<file path="config.mk">
export PLATFORM = sky130hd
export DESIGN_NAME = bist_misr_analyzer_flat
export DESIGN_NICKNAME = d
export VERILOG_FILES = /design/src/rtl/bist_misr_analyzer_if.sv /design/src/rtl/bist_misr_analyzer.sv /design/src/flat_wrapper.sv
export SDC_FILE = /design/constraint.sdc
export NUM_CORES = 1
export LEC_CHECK = 0
export ABC_AREA = 1
export BUFFER_PORTS_ARGS = -buffer_cell sky130_fd_sc_hd__buf_2
export CORE_MARGIN = 4
export CORE_UTILIZATION = 49
export CTS_CLUSTER_SIZE = 30
export DETAILED_ROUTE_END_ITERATION = 7
export PLACE_DENSITY = 0.77
export SLEW_MARGIN = 0
export SYNTH_ARGS = -nofsm -noshare
export SYNTH_HDL_FRONTEND = slang
export SYNTH_SLANG_ARGS = --single-unit
export TNS_END_PERCENT = 1
</file>
<file path="constraint.sdc">
create_clock -name CLK -period 1.95 [get_ports CLK]
set_clock_uncertainty 0.15 [all_clocks]
set_input_delay 0.2925 -clock CLK [delete_from_list [all_inputs] [get_ports CLK]]
set_output_delay 0.2925 -clock CLK [all_outputs]
set_load 0.01 [all_outputs]
</file>
<file path="src/rtl/bist_misr_analyzer_if.sv">
// Bus between the BIST controller / CUT side and the MISR response analyzer.
// The controller side drives the run framing and response word; the analyzer returns signature and verdict.
interface bist_misr_analyzer_if #(
  parameter int W = 8
);
  logic         RUNNING;
  logic         SHIFT_EN;
  logic         BIST_END;
  logic [W-1:0] DATA_IN;
  logic [W-1:0] SIGNATURE;
  logic [7:0]   CAPTURE_CNT;
  logic         DONE;
  logic         PASS;
  logic         FAIL;

  modport master (
    output RUNNING, SHIFT_EN, BIST_END, DATA_IN,
    input  SIGNATURE, CAPTURE_CNT, DONE, PASS, FAIL
  );

  modport slave (
    input  RUNNING, SHIFT_EN, BIST_END, DATA_IN,
    output SIGNATURE, CAPTURE_CNT, DONE, PASS, FAIL
  );
endinterface

</file>
<file path="src/rtl/bist_misr_analyzer.sv">
// MISR response compactor with run framing from the BIST controller.
// A golden signature and capture count are checked at end of run, and the verdict is held until the next run starts.
module bist_misr_analyzer #(
  parameter int           W            = 8,
  parameter logic [W-1:0] POLY         = 8'h1D,
  parameter logic [W-1:0] SEED         = 8'h00,
  parameter logic [W-1:0] GOLDEN       = 8'h00,
  parameter int           EXP_CAPTURES = 72
) (
  input  logic                  CLK,
  input  logic                  RESET_N,
  bist_misr_analyzer_if.slave   bus
);

  typedef enum logic [1:0] {IDLE, COMPACT, EVAL, HOLD} state_t;

  localparam logic [7:0] EXP_CNT = 8'(EXP_CAPTURES);
  localparam logic [7:0] CNT_MAX = 8'hFF;

  function automatic logic [W-1:0] misr_step(input logic [W-1:0] sig, input logic [W-1:0] din);
    misr_step = {sig[W-2:0], 1'b0} ^ (sig[W-1] ? POLY : {W{1'b0}}) ^ din;
  endfunction

  state_t       state_q, state_d;
  logic [W-1:0] sig_q, sig_d;
  logic [7:0]   cnt_q, cnt_d;
  logic         done_q, done_d;
  logic         pass_q, pass_d;
  logic         fail_q, fail_d;
  logic         run_q;
  logic         start_s;
  logic         match_s;

  assign start_s = bus.RUNNING & ~run_q;
  assign match_s = (sig_q == GOLDEN) && (cnt_q == EXP_CNT);

  always_ff @(posedge CLK) begin
    if (!RESET_N) begin
      state_q <= IDLE;
      sig_q   <= SEED;
      cnt_q   <= 8'd0;
      done_q  <= 1'b0;
      pass_q  <= 1'b0;
      fail_q  <= 1'b0;
      run_q   <= 1'b0;
    end else begin
      state_q <= state_d;
      sig_q   <= sig_d;
      cnt_q   <= cnt_d;
      done_q  <= done_d;
      pass_q  <= pass_d;
      fail_q  <= fail_d;
      run_q   <= bus.RUNNING;
    end
  end

  always_comb begin
    state_d = state_q;
    sig_d   = sig_q;
    cnt_d   = cnt_q;
    done_d  = done_q;
    pass_d  = pass_q;
    fail_d  = fail_q;
    case (state_q)
      IDLE, HOLD: begin
        if (start_s) begin
          state_d = COMPACT;
          sig_d   = SEED;
          cnt_d   = 8'd0;
          done_d  = 1'b0;
          pass_d  = 1'b0;
          fail_d  = 1'b0;
        end else begin
          state_d = state_q;
        end
      end
      COMPACT: begin
        // End-of-test outranks both abort and a same-cycle shift.
        if (bus.BIST_END) begin
          state_d = EVAL;
        end else if (!bus.RUNNING) begin
          state_d = HOLD;
          done_d  = 1'b1;
          pass_d  = 1'b0;
          fail_d  = 1'b1;
        end else if (bus.SHIFT_EN) begin
          sig_d = misr_step(sig_q, bus.DATA_IN);
          cnt_d = (cnt_q == CNT_MAX) ? CNT_MAX : cnt_q + 8'd1;
        end else begin
          state_d = COMPACT;
        end
      end
      EVAL: begin
        state_d = HOLD;
        done_d  = 1'b1;
        pass_d  = match_s;
        fail_d  = ~match_s;
      end
      default: begin
        state_d = IDLE;
      end
    endcase
  end

  assign bus.SIGNATURE   = sig_q;
  assign bus.CAPTURE_CNT = cnt_q;
  assign bus.DONE        = done_q;
  assign bus.PASS        = pass_q;
  assign bus.FAIL        = fail_q;

endmodule
</file>
<file path="src/flat_wrapper.sv">
// flat-port wrapper written by rule: the top's interface ports become plain ports
module bist_misr_analyzer_flat 
#(
  parameter int           W            = 8,
  parameter logic [W-1:0] POLY         = 8'h1D,
  parameter logic [W-1:0] SEED         = 8'h00,
  parameter logic [W-1:0] GOLDEN       = 8'h00,
  parameter int           EXP_CAPTURES = 72
)
  (CLK, RESET_N, bus_RUNNING, bus_SHIFT_EN, bus_BIST_END, bus_DATA_IN, bus_SIGNATURE, bus_CAPTURE_CNT, bus_DONE, bus_PASS, bus_FAIL);
  bist_misr_analyzer_if #(.W(W)) bus_i ();
  input  logic CLK;
  input  logic RESET_N;
  input wire logic [$bits(bus_i.RUNNING)-1:0] bus_RUNNING;
  input wire logic [$bits(bus_i.SHIFT_EN)-1:0] bus_SHIFT_EN;
  input wire logic [$bits(bus_i.BIST_END)-1:0] bus_BIST_END;
  input wire logic [$bits(bus_i.DATA_IN)-1:0] bus_DATA_IN;
  output wire logic [$bits(bus_i.SIGNATURE)-1:0] bus_SIGNATURE;
  output wire logic [$bits(bus_i.CAPTURE_CNT)-1:0] bus_CAPTURE_CNT;
  output wire logic [$bits(bus_i.DONE)-1:0] bus_DONE;
  output wire logic [$bits(bus_i.PASS)-1:0] bus_PASS;
  output wire logic [$bits(bus_i.FAIL)-1:0] bus_FAIL;
  assign bus_i.RUNNING = bus_RUNNING;
  assign bus_i.SHIFT_EN = bus_SHIFT_EN;
  assign bus_i.BIST_END = bus_BIST_END;
  assign bus_i.DATA_IN = bus_DATA_IN;
  assign bus_SIGNATURE = bus_i.SIGNATURE;
  assign bus_CAPTURE_CNT = bus_i.CAPTURE_CNT;
  assign bus_DONE = bus_i.DONE;
  assign bus_PASS = bus_i.PASS;
  assign bus_FAIL = bus_i.FAIL;
  bist_misr_analyzer #(.W(W), .POLY(POLY), .SEED(SEED), .GOLDEN(GOLDEN), .EXP_CAPTURES(EXP_CAPTURES)) u_core (.CLK(CLK), .RESET_N(RESET_N), .bus(bus_i));
endmodule
</file>
==> results by group <==
Clock tree
  • Worst-Skew Late Latency: 0.30 ns
  • CTS tree: built
  • Clock sink count: 22
  • Total CTS buffers: 3
  • Post-CTS Setup Repair Bufs: 0
  • Clock-pin slew on the worst setup and hold paths: 0.12 ns
  • H-tree Lvls: 1
  • Hold-fix buffers, CTS: 0
  • Maximum clock insertion buffer count: 2
  • CTS Root Cell: clkbuf_4

Setup path
  • Crit path largest cell delay: 0.36 ns
  • Crit path kind: reg -> reg
  • Critical path's slowest cell: dfxtp_1
  • Critical-path cell list: inv_1 -> ha_1 -> inv_2 -> o21ai_2 -> nand3_2 -> clkinv_2 -> nand2_1 -> a21oi_1
  • CP max FO: 8
  • CP endpoint: u_core.bus.CAPTURE_CNT[7]
  • Endpoint class of the critical path: register
  • Crit path DAT: 1.90 ns
  • Critical path launch point: u_core.state_q[0]
  • Worst setup SP type: register
  • Reg2reg end: u_core.bus.CAPTURE_CNT[7]
  • WP data required: 2.04 ns
  • R2r worst-path depth: 8
  • Reg2Reg Launch Point: u_core.state_q[0]
  • FF-to-FF setup slack: about 0.13 ns

STA
  • Setup TNS: 0 ns
  • Smallest hold slack: approximately 0.047 ns
  • RSZ-0062 raised after global routing: yes
  • Final setup viols: 0
  • Least-Margin Pin Slew: 0.630 ns
  • Final Cycle Share: 93.1%
  • Max Clk Rate: 551 MHz
  • Final count of hold timing violations: 0
  • Slew headroom: 58.0%
  • Tmin final: 1.82 ns
  • Max Slew Vio Count: 0

Drt
  • TritonRoute pass-1 iters: 4
  • Drt drc: 0
  • Antenna Nets Post-Route: 0
  • Final WL: 2680 um
  • Vias per inst: 4.87
  • Vias: 1228
  • Wire length per cell: 10.6 um
  • DR iter-0 viols: 15

Pwr
  • Pwr/cell area: 890 nW/um^2
  • Leak pwr: 0.000728 uW
  • Peak supply drop: 0.508 mV

Floorplan
  • Die extent in y: between 50 and 60 um
  • Die span in x: 58.8 um
  • Starting Density: 51.0%
  • I/O Pins: 32
  • Die footprint: 3460 um^2
  • Num rows: 18
  • Core area: 2480 um^2

Layout
  • Ant diodes: 0
  • Design area: 1490 um^2
  • Final #Nets: 240
  • Proportion of layout cells with a drive suffix above 1: 20.7%
  • Layout Utilization: 60.2%
  • Area grow syn2layout: 17.9%
  • Fin cells: 252

Synth
  • Avg Inst Size Synth: 6.69 um^2
  • Synth area leaders: dfxtp_1, nor2_1, nand2_1
  • Post-synthesis cell count: 189
  • Register area share after synthesis: approximately a third
  • YS warnings: 0
  • Synth Register Bits: 22
  • Yosys cell types: 23
  • Mapped Area: between 1000 and 1500 um^2
  • Synth area leader: dfxtp_1
  • Post-synth top area share: 34.9%
  • Post-synth net total: slightly above 200

Place
  • # placed instances: between 200 and 250
  • Routability Congestion: about 0.79
  • Placed Area: around 1500 um^2
  • Buffers on Ports: 31
  • Post-detail-place hpwl: 2070 um

Status
  • Outcome: finished, final reports clean

Run
  • Max-cap violations: 0

GRT
  • Initial antenna violation count: 0
  • Overall overflow remaining after global route: 0
  • Largest net degree at the start of global routing: 21
  • Via count of the first global-routing pass: 1152
  • First-pass GRT wire length: 4810 um
  • GRT Util Overall: 17.5%

Hold path
  • Hold Crit Class: in -> reg
[how the worst min path moves through the flow]
stage / start / to / slack (ns) / cells after the start
floorplan: bus_RUNNING / u_core.run_q / 0.24 / 2
global placement: u_core.bus.FAIL / u_core.bus.FAIL / 0.30 / 2
detailed placement: u_core.bus.FAIL / u_core.bus.FAIL / 0.30 / 2
CTS: RESET_N / u_core.run_q / 0.04 / 3
global route: RESET_N / u_core.run_q / 0.05 / 3
finish: RESET_N / u_core.run_q / 0.05 / 3
[cell families after synthesis]
group                      Yosys count  share of synthesized area [%]
xor gates and xnor gates            14                           9.70
and+or+nand+nor                     96                           31.7
DFF                                 22                           34.9
adders and majority gates            4                           3.96
buffers and inverters               31                           9.70
AOI/OAI and AO/OA                   22                           10.1
[synthesized netlist by cell type (all sizes together)]
cell type   n
inv        26
o21ai       5
nand3      10
dfxtp      22
nand4       4
nor2       46
a221oi      1
xor2       11
nand2      35
clkinv      1
buf         2
ha          4
clkbuf      2
nor3b       1
a21oi      15
xnor2       3
o211ai      1
[layer usage]
| metal | up-vias | routed length (um) | track usage, % |
|---|---|---|---|
| met5 | - | 0 | 0 |
| met4 | 0 | 28 | 5.83 |
| met3 | 4 | 109 | 1.97 |
| met2 | 22 | 1230 | 29.2 |
| met1 | 552 | 1310 | 23.4 |
| li1 | 650 | - | - |
[repair_timing]
action	in CTS	in global routing
gates resized for setup	0	1
endpoints found under the setup margin	0	2
hold endpoints to repair	0	0
[metrics by stage]
step | setup WS [ns] | power, uW
floorplan | 0.321 | 937
global placement | 0.217 | 1080
detailed placement | 0.172 | 1080
CTS | 0.148 | 1340
global route | -0.00918 | 1440
finish | 0.135 | 1330
[final cells by class]
type	instances	area, um^2
tap	30	37.5
multi-input combinational	136	703
timing repair buffer	33	170
sequential	22	440
inverter	27	103
clock buffer	4	36.3
fill	256	987
[cell usage in the layout (no fill, tap or decap)]
| master | instances |
|---|---|
| a221oi_1 | 1 |
| nand2_1 | 34 |
| nand3_2 | 1 |
| nor3b_1 | 1 |
| buf_2 | 31 |
| clkbuf_8 | 1 |
| o21ai_0 | 2 |
| nand4_2 | 1 |
| dfxtp_1 | 22 |
| xnor2_1 | 3 |
| o211ai_1 | 1 |
| inv_2 | 1 |
| xor2_1 | 11 |
| clkinv_2 | 1 |
| o21ai_2 | 3 |
| clkbuf_4 | 3 |
| ha_2 | 1 |
| inv_1 | 25 |
| nand4_1 | 3 |
| a21oi_1 | 15 |
| buf_4 | 2 |
| nand3_1 | 9 |
| nor2_1 | 46 |
| ha_1 | 3 |
| nand2_2 | 1 |
[state kept, by name (all words and copies together) (netlist names)]
name and flops:
u_core.bus.PASS 1, u_core.run_q 1, u_core.bus.FAIL 1, u_core.bus.CAPTURE_CNT 8, u_core.bus.SIGNATURE 8, u_core.bus.DONE 1
u_core.state_q 2
[worst max-delay path: cells and delay by family (launching register included)]
family          cells  cell delay, ns
flops               1            0.36
fa+ha+maj           1            0.34
compound gates      2            0.33
buf+inv             3            0.29
simple gates        2            0.27
[power breakdown]
group	internal (uW)	total, uW	switching [uW]
registers	498	542	44.5
clock network	114	254	140
logic	204	531	327
Note: power is estimated with default switching activity, not from simulation.
